### src/rtl/guess_round_ctrl.sv
// Round controller for the guessing game. It seeds the target, sequences guesses
// against a try limit, declares win/lose, blinks on a win and keeps a score.
module guess_round_ctrl #(
  parameter int MAX_TRIES    = 8,
  parameter int TRY_W        = 4,
  parameter int BLINK_CYCLES = 25000000,
  parameter int SCORE_W      = 8
) (
  input  logic               clk,
  input  logic               reset,
  input  logic               i_enter,
  input  logic               i_over,
  input  logic               i_under,
  input  logic               i_equal,
  output logic               o_inc_actual,
  output logic               o_update_leds,
  output logic [TRY_W-1:0]   o_tries,
  output logic               o_win,
  output logic               o_lose,
  output logic               o_blink,
  output logic [SCORE_W-1:0] o_score,
  output logic               o_fault
);

  localparam int BLINK_W = $clog2(BLINK_CYCLES);

  typedef enum logic [2:0] {
    S_SEED    = 3'd0,
    S_COMPARE = 3'd1,
    S_GUESS   = 3'd2,
    S_WIN     = 3'd3,
    S_LOSE    = 3'd4
  } state_t;

  state_t             state;
  logic               enter_q;
  logic [BLINK_W-1:0] blink_cnt;
  logic               enter_ev;

  // Acting on the release edge makes one press advance exactly one step.
  assign enter_ev = enter_q & ~i_enter;

  // NOTE: sequential state uses non-blocking assignments only, so every branch
  // sees the pre-edge values and later assignments simply override earlier ones.
  always_ff @(posedge clk or posedge reset) begin
    if (reset) begin
      state     <= S_SEED;
      enter_q   <= 1'b0;
      o_tries   <= '0;
      o_score   <= '0;
      o_blink   <= 1'b0;
      o_fault   <= 1'b0;
      blink_cnt <= '0;
    end else begin
      enter_q   <= i_enter;
      o_blink   <= 1'b0;
      blink_cnt <= '0;
      case (state)
        S_SEED: begin
          o_tries <= '0;
          if (enter_ev) state <= S_COMPARE;
        end
        S_COMPARE: begin
          o_tries <= o_tries + TRY_W'(1);
          if (!$onehot({i_over, i_under, i_equal})) o_fault <= 1'b1;
          if (i_equal) begin
            state   <= S_WIN;
            o_score <= o_score + SCORE_W'(1);
            o_blink <= 1'b1;
          end else if (o_tries == TRY_W'(MAX_TRIES - 1)) begin
            state <= S_LOSE;
          end else begin
            state <= S_GUESS;
          end
        end
        S_GUESS: begin
          if (enter_ev) state <= S_COMPARE;
        end
        S_WIN: begin
          if (enter_ev) begin
            state   <= S_SEED;
            o_tries <= '0;
          end else if (blink_cnt == BLINK_W'(BLINK_CYCLES - 1)) begin
            o_blink <= ~o_blink;
          end else begin
            o_blink   <= o_blink;
            blink_cnt <= blink_cnt + BLINK_W'(1);
          end
        end
        S_LOSE: begin
          if (enter_ev) begin
            state   <= S_SEED;
            o_tries <= '0;
          end
        end
        default: state <= S_SEED;
      endcase
    end
  end

  // NOTE: every combinational output gets a default first so no latch is inferred.
  always_comb begin
    o_inc_actual  = 1'b0;
    o_update_leds = 1'b0;
    o_win         = 1'b0;
    o_lose        = 1'b0;
    case (state)
      S_SEED:    o_inc_actual  = 1'b1;
      S_COMPARE: o_update_leds = 1'b1;
      S_WIN:     o_win         = 1'b1;
      S_LOSE:    o_lose        = 1'b1;
      default:   ;
    endcase
  end

endmodule
### config.mk
export PLATFORM = sky130hd
export DESIGN_NAME = guess_round_ctrl
export DESIGN_NICKNAME = d
export VERILOG_FILES = /design/src/rtl/guess_round_ctrl.sv
export SDC_FILE = /design/constraint.sdc
export NUM_CORES = 1
export LEC_CHECK = 0
export ABC_AREA = 1
export CORE_UTILIZATION = 61
export DETAILED_ROUTE_END_ITERATION = 6
export GPL_TIMING_DRIVEN = 0
export PLACE_DENSITY = 0.85
export SYNTH_ARGS = -nofsm -noshare
export SYNTH_HDL_FRONTEND = slang
export SYNTH_SLANG_ARGS = --single-unit
### constraint.sdc
create_clock -name clk -period 5.1 [get_ports clk]
set_clock_uncertainty 0.2 [all_clocks]
set_input_delay 0.51 -clock clk [delete_from_list [all_inputs] [get_ports clk]]
set_output_delay 0.51 -clock clk [all_outputs]
set_load 0.01 [all_outputs]
==> flow_summary.yaml <==
status:
  outcome: "finished, final reports clean"
drt:
  drtIter0Drc: 107
  vias: 1977
  firstDrtPassIters: 5
  via_per_inst: 5.26
  routedWlPerCell_um: 12.2
  wl_mm: 4.58
  route.detailed.drc: 0
  antenna_left: 0
finish:
  fill_cells: 296
  multi_input_area_um2: 1130
  seqCellArea_um2: 1080
  nNetsFinal: 337
  antenna_cells: 0
  area_growth_pct: 16.0
  drive_gt1_share_pct: 7.62
  stdcell_area_um2: 2720
global_route:
  grt_pass1_wl_mm: 8.17
  antenna_found_initial: 0
  grt_max_degree: 44
  grt.met2_usage_pct: 43.9
  grt_busiest_layer: "met2"
  overflow: 0
  met3_usage_pct: 6.25
  track_usage_pct: 25.9
  first_global_vias: 1927
  use_met1_pct: 31.1
place:
  dpl.hpwl_mm: 3.31
  io_buffers: 23
  gp_congestion: 0.887
  placed_area_um2: 2630
setup_path:
  critPathCaptureType: "output pin"
  max_stage_delay_ps: 610
  critPathLaunch: "state[2]"
  crit_path_end: "o_update_leds"
  crit_path_start_kind: "flop"
  crit_chain: "nor3_4, clkdlybuf4s50_1"
  worstPathArrival_ps: 1720
  regToRegStartpoint: "blink_cnt[0]"
  path_buf_inv: 1
  crit_slowest_cell: "clkdlybuf4s50_1"
  crit_family: "buffers and inverters"
  worstSetupPathType: "reg2out"
  crit_fanout: 7
  cp.depth: 2
  reg2reg_depth: 7
  reg2reg_slack_ps: 3190
  worstPathRequired_ps: 4390
  worstReg2RegEnd: "blink_cnt[19]"
synth:
  ys_types: 28
  synth_top_cell_by_area: "dfrtp_1"
  ys_seq_area_share_pct: 46.0
  synth-seq-cells: 43
  synth.avg_cell_area_um2: 7.88
  synth_area_leaders: "dfrtp_1 46%, nand2_1 12%, nor2_1 9.6%, inv_1 5.5%, nand3_1 3.8%"
  syn_inst: 297
  syn_area_um2: 2340
  yosys_warnings: 0
  synth_fp_nets: 307
  netlist.area_leader.share_pct: 46.0
pwr:
  power.leakage_nw: 1.16
  ir_worst_vdd_v: 0.000266
  power_density_nw_per_um2: 350
min_path:
  hold_depth: 1
  min_path_type: "reg2reg"
clocking:
  cts_inserted_buffers: 5
  ctsRootBufferMaster: "clkbuf_8"
  clk_path_buf_depth: 2
  clk_latency_ps: 300
  clk_pin_slew_ps: 80
  cts-resized-gates: 0
  cts_sinks: 43
  cts_tree: "yes"
  cts_max_level: 2
  cts_hold_buf: 0
  cts_setup_buffers: 0
sta:
  period_minus_slack_ps: 2430
  drv_slew: 0
  final-hold-violation-count: 0
  max_clock_freq_ghz: 0.412
  fin_setup_tns_ps: 0
  relSlewSlack_pct: 42.1
  finalCritPeriodShare_pct: 47.6
  rsz0062_at_grt: "false"
  tightestPinTransition_ps: 866
  setup_viol: 0
job:
  maxCapViolCount: 0
die:
  die_w_um: 64.0
  start_util_pct: 63.9
  dieArea_um2: 4090
  boundaryPins: 24
  rows: 22
  die_h_um: 64.0
  coreArea_um2: 3660
## metal layers
metal | up-vias | routed length (um)
li1 | 989 | -
met2 | 54 | 2210
met5 | - | 0
met1 | 928 | 2080
met4 | 0 | 74
met3 | 6 | 219
## synthesized netlist by cell type (all sizes together)
| cell | number |
|---|---|
| nand2 | 79 |
| nor2 | 67 |
| dfrtp | 43 |
| inv | 34 |
| nand3 | 20 |
| xnor2 | 9 |
| xor2 | 9 |
| o21ai | 8 |
| nor3 | 6 |
| a21oi | 5 |
| nand4 | 5 |
| ha | 3 |
| o21bai | 2 |
| a31o | 1 |
| and2 | 1 |
| buf | 1 |
| fa | 1 |
| nor4 | 1 |
| or2 | 1 |
| or3 | 1 |
## worst min path at each step
stage,start,endpoint
floorplan,blink_cnt[0],blink_cnt[0]
global placement,blink_cnt[0],blink_cnt[0]
detailed placement,blink_cnt[0],blink_cnt[0]
CTS,blink_cnt[0],blink_cnt[0]
global route,o_fault,o_fault
finish,blink_cnt[0],blink_cnt[0]
## worst reg2reg max path: stages (launching register included)
cell and delay [ps]:
dfrtp_1 380, ha_1 170, nand2_1 120, nor2_4 200, nand3_2 130, o21ai_4 340, buf_6 210, nor2_1 60
## cell type report
type	count	share of cell area [%]
sequential	43	39.6
timing repair buffer	23	8.48
clock buffer	6	2.67
multi-input combinational	219	41.5
clock inverter	2	0.461
tap	48	2.21
buffer	1	0.415
inverter	34	4.70
## registers in the layout, summed over array words and instances, names as in the netlist
signal / count
o_score: 8
o_tries: 4
o_fault: 1
state: 3
enter_q: 1
o_blink: 1
blink_cnt: 25
## stage by stage
stage	setup WS [ps]	utilization [%]	power (mW)	hold slack [ps]	cells
3_3_place_gp	2500	71.9	0.736	249	368
4_1_cts	2650	74.2	0.958	267	376
6_report	2670	74.2	0.950	264	376
3_5_place_dp	2990	71.9	0.742	255	368
2_1_floorplan	3390	-	0.608	229	297
5_1_grt	2590	74.2	1.01	298	376
## where the power goes
part | switching, mW | leakage, nW | internal (mW) | total, mW
logic | 0.164 | 0.541 | 0.137 | 0.301
registers | 0.0512 | 0.580 | 0.383 | 0.434
clock network | 0.119 | 0.0412 | 0.0958 | 0.215
## cells by family (layout without fill, tap and decap cells)
| kind of cell | Yosys count | after routing | share of synthesized area [%] |
|---|---|---|---|
| flops | 43 | 43 | 46.0 |
| xor+xnor | 18 | 18 | 6.73 |
| compound gates | 16 | 16 | 4.28 |
| buf+inv | 35 | 66 | 5.93 |
| fa+ha+maj | 4 | 4 | 2.46 |
| simple gates | 181 | 181 | 34.6 |
## cell usage in the layout, fill, tap and decap left out, types with 2 or more instances in the layout
cell / netlist / layout
nand4_1: 5 / 5
nor2_4: 5 / 5
nand2_1: 76 / 76
nor3_1: 5 / 5
nand3_2: 2 / 2
xnor2_1: 9 / 9
nor2_2: 2 / 2
nor2_1: 60 / 60
ha_1: 3 / 3
inv_1: 34 / 33
nand2_2: 2 / 2
nand3_1: 18 / 18
a21oi_1: 5 / 5
o21ai_0: 6 / 6
clkdlybuf4s50_1: 0 / 23
clkbuf_8: 0 / 5
dfrtp_1: 43 / 43
xor2_1: 9 / 9
o21bai_1: 2 / 2
No activity file was read; power rests on OpenSTA's default activity.
